File: config.mk
export PLATFORM = sky130hd
export DESIGN_NAME = sync_fifo_param_flat
export DESIGN_NICKNAME = d
export VERILOG_FILES = /design/src/rtl/sync_fifo_param_if.sv /design/src/rtl/sync_fifo_param.sv /design/src/flat_wrapper.sv
export SDC_FILE = /design/constraint.sdc
export NUM_CORES = 1
export LEC_CHECK = 0
export ABC_AREA = 1
export ABC_CLOCK_PERIOD_IN_PS = 4700
export BUFFER_PORTS_ARGS = -buffer_cell sky130_fd_sc_hd__buf_2
export CAP_MARGIN = 30
export CORE_MARGIN = 10
export CORE_UTILIZATION = 45
export CTS_CLUSTER_SIZE = 20
export DETAILED_ROUTE_END_ITERATION = 7
export PLACE_DENSITY_LB_ADDON = 0.3
export SLEW_MARGIN = 20
export SYNTH_ARGS = -nofsm -noshare
export SYNTH_HDL_FRONTEND = slang
export SYNTH_SLANG_ARGS = --single-unit
File: constraint.sdc
create_clock -name clk_i -period 4.7 [get_ports clk_i]
set_clock_uncertainty 0.1 [all_clocks]
set_input_delay 0.47 -clock clk_i [delete_from_list [all_inputs] [get_ports clk_i]]
set_output_delay 0.47 -clock clk_i [all_outputs]
set_load 0.01 [all_outputs]
File: src/rtl/sync_fifo_param_if.sv
// Handshake/data bundle between a producer/consumer pair and sync_fifo_param.
// slave modport is the FIFO side, master modport is the user side.
interface sync_fifo_param_if #(
    parameter int unsigned WIDTH = 8,
    parameter int unsigned DEPTH = 16
);
    localparam int unsigned CNT_W = $clog2(DEPTH) + 1;

    logic             wr_en_i;
    logic [WIDTH-1:0] wdata_i;
    logic             rd_en_i;
    logic [WIDTH-1:0] rdata_o;
    logic             full_o;
    logic             empty_o;
    logic             almost_full_o;
    logic             almost_empty_o;
    logic [CNT_W-1:0] count_o;
    logic             wr_error_o;
    logic             rd_error_o;

    modport slave (
        input  wr_en_i, wdata_i, rd_en_i,
        output rdata_o, full_o, empty_o, almost_full_o, almost_empty_o,
        output count_o, wr_error_o, rd_error_o
    );

    modport master (
        output wr_en_i, wdata_i, rd_en_i,
        input  rdata_o, full_o, empty_o, almost_full_o, almost_empty_o,
        input  count_o, wr_error_o, rd_error_o
    );
endinterface

File: src/rtl/sync_fifo_param.sv
// Single-clock power-of-two FIFO with wrap-bit pointers, occupancy count and error pulses.
// Define SYNC_FIFO_FWFT_EN for first-word fall-through reads; default is registered read.
module sync_fifo_param #(
    parameter int unsigned WIDTH     = 8,
    parameter int unsigned DEPTH     = 16,
    parameter int unsigned AF_THRESH = DEPTH - 2,
    parameter int unsigned AE_THRESH = 2
) (
    input logic               clk_i,
    input logic               rst_i,
    sync_fifo_param_if.slave  fifo_if
);
    localparam int unsigned PTR_WIDTH = $clog2(DEPTH);
    localparam logic [PTR_WIDTH:0] PTR_ONE = (PTR_WIDTH+1)'(1);
    localparam logic [PTR_WIDTH:0] AF_LVL  = (PTR_WIDTH+1)'(AF_THRESH);
    localparam logic [PTR_WIDTH:0] AE_LVL  = (PTR_WIDTH+1)'(AE_THRESH);

    logic [PTR_WIDTH:0] wr_ptr_q, wr_ptr_d;
    logic [PTR_WIDTH:0] rd_ptr_q, rd_ptr_d;
    logic               wr_error_q, wr_error_d;
    logic               rd_error_q, rd_error_d;
    logic [WIDTH-1:0]   mem_q [DEPTH];
    logic [WIDTH-1:0]   mem_d [DEPTH];

    logic [PTR_WIDTH:0] count;
    logic               full, empty, wr_accept, rd_accept;

    // Modular subtraction stays correct across any number of pointer wraps.
    assign count = wr_ptr_q - rd_ptr_q;
    assign empty = (wr_ptr_q == rd_ptr_q);
    assign full  = (wr_ptr_q[PTR_WIDTH-1:0] == rd_ptr_q[PTR_WIDTH-1:0]) &&
                   (wr_ptr_q[PTR_WIDTH] != rd_ptr_q[PTR_WIDTH]);

    assign wr_accept = fifo_if.wr_en_i && !full;
    assign rd_accept = fifo_if.rd_en_i && !empty;

    always_comb begin
        wr_ptr_d   = wr_ptr_q;
        rd_ptr_d   = rd_ptr_q;
        mem_d      = mem_q;
        wr_error_d = fifo_if.wr_en_i && full;
        rd_error_d = fifo_if.rd_en_i && empty;
        if (wr_accept) begin
            mem_d[wr_ptr_q[PTR_WIDTH-1:0]] = fifo_if.wdata_i;
            wr_ptr_d = wr_ptr_q + PTR_ONE;
        end
        if (rd_accept) begin
            rd_ptr_d = rd_ptr_q + PTR_ONE;
        end
    end

    always_ff @(posedge clk_i or negedge rst_i) begin
        if (!rst_i) begin
            wr_ptr_q   <= '0;
            rd_ptr_q   <= '0;
            wr_error_q <= 1'b0;
            rd_error_q <= 1'b0;
        end else begin
            wr_ptr_q   <= wr_ptr_d;
            rd_ptr_q   <= rd_ptr_d;
            wr_error_q <= wr_error_d;
            rd_error_q <= rd_error_d;
        end
    end

    // Storage is intentionally not reset.
    always_ff @(posedge clk_i) begin
        mem_q <= mem_d;
    end

`ifdef SYNC_FIFO_FWFT_EN
    assign fifo_if.rdata_o = empty ? '0 : mem_q[rd_ptr_q[PTR_WIDTH-1:0]];
`else
    logic [WIDTH-1:0] rdata_q, rdata_d;

    always_comb begin
        rdata_d = rdata_q;
        if (rd_accept) begin
            rdata_d = mem_q[rd_ptr_q[PTR_WIDTH-1:0]];
        end
    end

    always_ff @(posedge clk_i or negedge rst_i) begin
        if (!rst_i) begin
            rdata_q <= '0;
        end else begin
            rdata_q <= rdata_d;
        end
    end

    assign fifo_if.rdata_o = rdata_q;
`endif

    assign fifo_if.full_o         = full;
    assign fifo_if.empty_o        = empty;
    assign fifo_if.count_o        = count;
    assign fifo_if.almost_full_o  = (count >= AF_LVL);
    assign fifo_if.almost_empty_o = (count <= AE_LVL);
    assign fifo_if.wr_error_o     = wr_error_q;
    assign fifo_if.rd_error_o     = rd_error_q;
endmodule

File: src/flat_wrapper.sv
// flat-port wrapper written by rule: the top's interface ports become plain ports
module sync_fifo_param_flat 
#(
    parameter int unsigned WIDTH     = 8,
    parameter int unsigned DEPTH     = 16,
    parameter int unsigned AF_THRESH = DEPTH - 2,
    parameter int unsigned AE_THRESH = 2
)
  (clk_i, rst_i, fifo_if_wr_en_i, fifo_if_wdata_i, fifo_if_rd_en_i, fifo_if_rdata_o, fifo_if_full_o, fifo_if_empty_o, fifo_if_almost_full_o, fifo_if_almost_empty_o, fifo_if_count_o, fifo_if_wr_error_o, fifo_if_rd_error_o);
  sync_fifo_param_if #(.WIDTH(WIDTH), .DEPTH(DEPTH)) fifo_if_i ();
  input logic clk_i;
  input logic rst_i;
  input wire logic [$bits(fifo_if_i.wr_en_i)-1:0] fifo_if_wr_en_i;
  input wire logic [$bits(fifo_if_i.wdata_i)-1:0] fifo_if_wdata_i;
  input wire logic [$bits(fifo_if_i.rd_en_i)-1:0] fifo_if_rd_en_i;
  output wire logic [$bits(fifo_if_i.rdata_o)-1:0] fifo_if_rdata_o;
  output wire logic [$bits(fifo_if_i.full_o)-1:0] fifo_if_full_o;
  output wire logic [$bits(fifo_if_i.empty_o)-1:0] fifo_if_empty_o;
  output wire logic [$bits(fifo_if_i.almost_full_o)-1:0] fifo_if_almost_full_o;
  output wire logic [$bits(fifo_if_i.almost_empty_o)-1:0] fifo_if_almost_empty_o;
  output wire logic [$bits(fifo_if_i.count_o)-1:0] fifo_if_count_o;
  output wire logic [$bits(fifo_if_i.wr_error_o)-1:0] fifo_if_wr_error_o;
  output wire logic [$bits(fifo_if_i.rd_error_o)-1:0] fifo_if_rd_error_o;
  assign fifo_if_i.wr_en_i = fifo_if_wr_en_i;
  assign fifo_if_i.wdata_i = fifo_if_wdata_i;
  assign fifo_if_i.rd_en_i = fifo_if_rd_en_i;
  assign fifo_if_rdata_o = fifo_if_i.rdata_o;
  assign fifo_if_full_o = fifo_if_i.full_o;
  assign fifo_if_empty_o = fifo_if_i.empty_o;
  assign fifo_if_almost_full_o = fifo_if_i.almost_full_o;
  assign fifo_if_almost_empty_o = fifo_if_i.almost_empty_o;
  assign fifo_if_count_o = fifo_if_i.count_o;
  assign fifo_if_wr_error_o = fifo_if_i.wr_error_o;
  assign fifo_if_rd_error_o = fifo_if_i.rd_error_o;
  sync_fifo_param #(.WIDTH(WIDTH), .DEPTH(DEPTH), .AF_THRESH(AF_THRESH), .AE_THRESH(AE_THRESH)) u_core (.clk_i(clk_i), .rst_i(rst_i), .fifo_if(fifo_if_i));
endmodule
==> impl_results.html <==
<table>
<tr><th>Metric</th><th>Value</th></tr>
<tr><th colspan="2">Global route</th></tr>
<tr><td>Via count of the first global-routing pass</td><td>4,405</td></tr>
<tr><td>Global-route wire length before repair</td><td>24,200 µm</td></tr>
<tr><td>Largest net degree at the start of global routing</td><td>68</td></tr>
<tr><td>Overall fraction of global-route tracks in use</td><td>0.162</td></tr>
<tr><td>Total overflow reported by the global router</td><td>0</td></tr>
<tr><td>Antenna violations before repair</td><td>0</td></tr>
<tr><th colspan="2">Yosys</th></tr>
<tr><td>EDFF count, synth</td><td>128</td></tr>
<tr><td>Synth cell count leaders</td><td>nand2_1 (170), edfxtp_1 (128), inv_1 (95)</td></tr>
<tr><td>Post-synth top area share</td><td>0.590</td></tr>
<tr><td>Share of synthesized cell area in full adder, half adder and majority cells</td><td>0.0203</td></tr>
<tr><td>Largest family of logic cells by synthesized area</td><td>simple AND/OR/NAND/NOR gates</td></tr>
<tr><td>Post-Synthesis Cells</td><td>627</td></tr>
<tr><td>Sequential area share after synthesis</td><td>0.666</td></tr>
<tr><td>Top-count cell post-synth</td><td>nand2_1</td></tr>
<tr><td>Ys flop type</td><td>edfxtp_1</td></tr>
<tr><td>Xor-xnor portion of the synthesized cell area</td><td>0.0148</td></tr>
<tr><td>Compound-gate portion of the synthesized area</td><td>0.0180</td></tr>
<tr><td>Fraction of synthesized area in multiplexers</td><td>0</td></tr>
<tr><td>Number of storage elements in the synthesis netlist</td><td>148</td></tr>
<tr><td>Ranking of synthesized cells by area</td><td>edfxtp_1 (59%), nand2_1 (9.8%), dfrtp_1 (7.7%)</td></tr>
<tr><td>Post-synth cell types</td><td>21</td></tr>
<tr><td>Warnings from Yosys</td><td>0</td></tr>
<tr><td>Mapped cell area</td><td>6520 µm²</td></tr>
<tr><td>Post-Synth Simple-Gate Area</td><td>0.200</td></tr>
<tr><td>Syn Nets</td><td>649</td></tr>
<tr><td>Fraction of registers with async set or reset after synthesis</td><td>0.135</td></tr>
<tr><td>Synthesized area divided by synthesized cell count</td><td>10.4 µm²</td></tr>
<tr><td>Largest area contributor in the synthesized netlist</td><td>edfxtp_1</td></tr>
<tr><th colspan="2">Power and ir drop</th></tr>
<tr><td>Pleak</td><td>3.15 nW</td></tr>
<tr><td>Switching component of the power</td><td>1.87 mW</td></tr>
<tr><td>Cell Pwr Density</td><td>655 nW/µm²</td></tr>
<tr><td>Maximum VDD drop</td><td>0.290 mV</td></tr>
<tr><td>Internal power</td><td>2.97 mW</td></tr>
<tr><td>Combinational share of power</td><td>0.364</td></tr>
<tr><td>Proportion of power drawn by flip-flops and latches</td><td>0.362</td></tr>
<tr><td>Switching Share</td><td>0.386</td></tr>
<tr><td>Clock share of power</td><td>0.274</td></tr>
<tr><td>Overall Power</td><td>4.83 mW</td></tr>
<tr><th colspan="2">Critical path</th></tr>
<tr><td>Setup Crit Path Kind</td><td>reg -&gt; out</td></tr>
<tr><td>Highest net fanout along the worst path</td><td>35</td></tr>
<tr><td>Worst-case reg-to-reg path depth</td><td>10</td></tr>
<tr><td>Cell-by-cell listing of the critical path</td><td>buf_4 &gt; inv_2 &gt; ha_1 &gt; nand2_2 &gt; o21ai_0 &gt; xor2_1 &gt; nand2_1 &gt; nor2_1 &gt; buf_2</td></tr>
<tr><td>Source of the worst register-to-register timing path</td><td>u_core.rd_ptr_q[1]$_DFFE_PN0P_</td></tr>
<tr><td>Endpoint of the worst-slack reg-to-reg timing path</td><td>u_core.mem_q[53]$_DFFE_PP_</td></tr>
<tr><td>Kind of cell with the highest combined delay on the critical path</td><td>buffers and inverters</td></tr>
<tr><td>Crit end category</td><td>primary output</td></tr>
<tr><td>Critical path buffers and inverters</td><td>3</td></tr>
<tr><td>Slowest stage cell, crit path</td><td>ha_1</td></tr>
<tr><td>Register-to-register setup slack</td><td>1.45 ns</td></tr>
<tr><td>Crit start category</td><td>register</td></tr>
<tr><td>Longest individual stage delay on the worst path</td><td>0.42 ns</td></tr>
<tr><td>Critical path data arrival time</td><td>2.68 ns</td></tr>
<tr><td>Critical Path Stages</td><td>9</td></tr>
<tr><td>Required time at the worst-slack endpoint</td><td>4.13 ns</td></tr>
<tr><th colspan="2">Timing</th></tr>
<tr><td>Setup total negative slack</td><td>0 ns</td></tr>
<tr><td>Pins over their slew limit</td><td>0</td></tr>
<tr><td>Hold Violations, Final</td><td>0</td></tr>
<tr><td>Maximum frequency from static timing analysis</td><td>307 MHz</td></tr>
<tr><td>Max-slew headroom at the worst pin</td><td>0.497</td></tr>
<tr><td>Final worst path period need</td><td>3.25 ns</td></tr>
<tr><td>Finish-stage setup viols</td><td>0</td></tr>
<tr><td>Final worst hold slack</td><td>0.172 ns</td></tr>
<tr><td>Tightest Pin Transition</td><td>0.751 ns</td></tr>
<tr><td>Final period utilization</td><td>0.693</td></tr>
<tr><td>RSZ-0062 raised after global routing</td><td>false</td></tr>
<tr><th colspan="2">Clock tree</th></tr>
<tr><td>Post-CTS setup buffers</td><td>0</td></tr>
<tr><td>Register clock-pin slew on the reported worst setup and hold paths</td><td>0.06 ns</td></tr>
<tr><td>Latest clock arrival within the worst-skew pair</td><td>0.43 ns</td></tr>
<tr><td>CTS Buf Count</td><td>17</td></tr>
<tr><td>Largest buffer count on any clock path</td><td>2</td></tr>
<tr><td>H-tree levels</td><td>4</td></tr>
<tr><td>CTS tree</td><td>done</td></tr>
<tr><td>Root Driver</td><td>clkbuf_16</td></tr>
<tr><td>Clock Sink Count</td><td>148</td></tr>
<tr><td>CTS-repair resized insts</td><td>0</td></tr>
<tr><td>Hold-fix buffer count after cts</td><td>1</td></tr>
<tr><th colspan="2">Routing</th></tr>
<tr><td>Total detailed-routing wirelength</td><td>15,700 µm</td></tr>
<tr><td>Average wire length per cell after detail routing</td><td>18.5 µm</td></tr>
<tr><td>First-pass DRT Iterations</td><td>6</td></tr>
<tr><td>Via density per instance</td><td>5.27</td></tr>
<tr><td>Detailed-route via count</td><td>4,467</td></tr>
<tr><td>Antenna Nets Post-Route</td><td>0</td></tr>
<tr><td>Starting DRC count in detailed routing</td><td>564</td></tr>
<tr><td>Remaining routing DRC violations</td><td>0</td></tr>
<tr><th colspan="2">Worst hold path</th></tr>
<tr><td>Hold Path Depth</td><td>3</td></tr>
<tr><td>Worst hold start</td><td>fifo_if_rd_en_i</td></tr>
<tr><td>Path class of the lowest-slack min-delay path</td><td>in -&gt; reg</td></tr>
<tr><td>Endpoint, Worst Hold</td><td>u_core.fifo_if.rd_error_o$_DFF_PN0_</td></tr>
<tr><th colspan="2">Placement</th></tr>
<tr><td>Number of placed instances, taps included</td><td>814</td></tr>
<tr><td>Half-perimeter wire length after detailed placement</td><td>10,400 µm</td></tr>
<tr><td>Port Buf Inserts</td><td>30</td></tr>
<tr><td>Gp weighted congestion</td><td>0.911</td></tr>
<tr><th colspan="2">Layout</th></tr>
<tr><td>Final cell count without fillers</td><td>848</td></tr>
<tr><td>Share of final-layout standard cells stronger than drive strength 1</td><td>0.115</td></tr>
<tr><td>Area taken by flip-flops and latches</td><td>4350 µm²</td></tr>
<tr><td>P&amp;R area growth vs syn</td><td>13.2%</td></tr>
<tr><td>Number of fillers in the final layout</td><td>1,224</td></tr>
<tr><td>N_diodes</td><td>0</td></tr>
<tr><td>Area occupied by multi-input gates</td><td>1650 µm²</td></tr>
<tr><td>Count of nets after finishing</td><td>677</td></tr>
<tr><th colspan="2">Floorplan</th></tr>
<tr><td>Chip Height</td><td>140 µm</td></tr>
<tr><td>Die width</td><td>140 µm</td></tr>
<tr><td># rows</td><td>43</td></tr>
<tr><td>Effective utilization at floorplan</td><td>0.464</td></tr>
<tr><td>Area of the core</td><td>14,000 µm²</td></tr>
<tr><td>Ports placed on the boundary</td><td>31</td></tr>
<tr><td>Area enclosed by the die boundary</td><td>19,700 µm²</td></tr>
<tr><th colspan="2">Outcome</th></tr>
<tr><td>Result of the run</td><td>complete, no violations</td></tr>
<tr><th colspan="2">Job</th></tr>
<tr><td># Max-Cap Violations</td><td>0</td></tr>
</table>
==> layout by cell type, fill, tap and decap left out, drive strengths merged <==
master	n
dlygate4sd3	1
nor2	39
dfrtp	20
clkbuf	18
nand2	176
o21bai	1
edfxtp	128
inv	102
fa	1
xor2	11
a21oi	19
bufinv	2
ha	9
clkinv	6
clkinvlp	5
o21ai	3
nand3	94
buf	33
==> power groups by stage <==
stage	combinational [mW]	sequential, mW	clock [mW]
6_report	1.76	1.75	1.32
5_1_grt	1.95	1.77	1.40
4_1_cts	1.74	1.75	1.34
3_5_place_dp	1.73	1.78	0
3_3_place_gp	1.71	1.77	0
2_1_floorplan	1.23	1.75	0
==> layout make-up <==
cell class                 instances  area share
timing repair buffer              34      0.0264
clock inverter                    14      0.0210
sequential                       148       0.589
multi-input combinational        353       0.224
tap                              180      0.0305
inverter                         101      0.0514
clock buffer                      18      0.0581
==> metrics by stage <==
stage                     setup slack [ns]  area (µm²)  utilization
final                                 1.45        7380        0.526
after CTS                             1.46        7360        0.524
after global placement                1.58        6770        0.482
after floorplan                       2.29        6520            -
after global routing                  1.22        7380        0.526
after detailed placement              1.48        6770        0.482
==> cell families (layout without fill, tap and decap cells) <==
logic type,after synthesis,in the layout
buffers and inverters,126,167
AND/OR/NAND/NOR,309,309
adder cells (fa/ha/maj),10,10
flip-flops,148,148
XOR/XNOR,11,11
AO/OA/AOI/OAI,23,23
==> per-layer routing <==
| metal | vias to the layer above | track usage | wire length (µm) |
|---|---|---|---|
| met5 | - | 0 | 0 |
| met4 | 0 | 0.0712 | 428 |
| met3 | 47 | 0.0470 | 1150 |
| met2 | 206 | 0.264 | 7680 |
| met1 | 2121 | 0.193 | 6420 |
| li1 | 2093 | - | - |
==> how the worst max path moves through the flow <==
stage                                              start                          to  slack [ns]
after floorplan           u_core.rd_ptr_q[2]$_DFFE_PN0P_  u_core.mem_q[10]$_DFFE_PP_        2.29
after global placement    u_core.rd_ptr_q[1]$_DFFE_PN0P_  u_core.mem_q[86]$_DFFE_PP_        1.58
after detailed placement  u_core.rd_ptr_q[1]$_DFFE_PN0P_  u_core.mem_q[86]$_DFFE_PP_        1.48
after CTS                 u_core.rd_ptr_q[1]$_DFFE_PN0P_      fifo_if_almost_empty_o        1.46
after global routing      u_core.rd_ptr_q[1]$_DFFE_PN0P_      fifo_if_almost_empty_o        1.22
final                     u_core.rd_ptr_q[1]$_DFFE_PN0P_      fifo_if_almost_empty_o        1.45
==> sequential cells by signal (all words and copies together) (netlist names) <==
signal,count
u_core.mem_q,128
u_core.fifo_if.rdata_o,8
u_core.rd_ptr_q,5
u_core.wr_ptr_q,5
u_core.fifo_if.rd_error_o,1
u_core.fifo_if.wr_error_o,1
==> worst register-to-register path, delay by kind of cell (launching register included) <==
kind	cells	cell delay (ns)
adder cells (fa/ha/maj)	1	0.36
flip-flops	1	0.36
AND/OR/NAND/NOR	6	1.17
buffers and inverters	3	0.88
(Power assumes the default switching activity.)
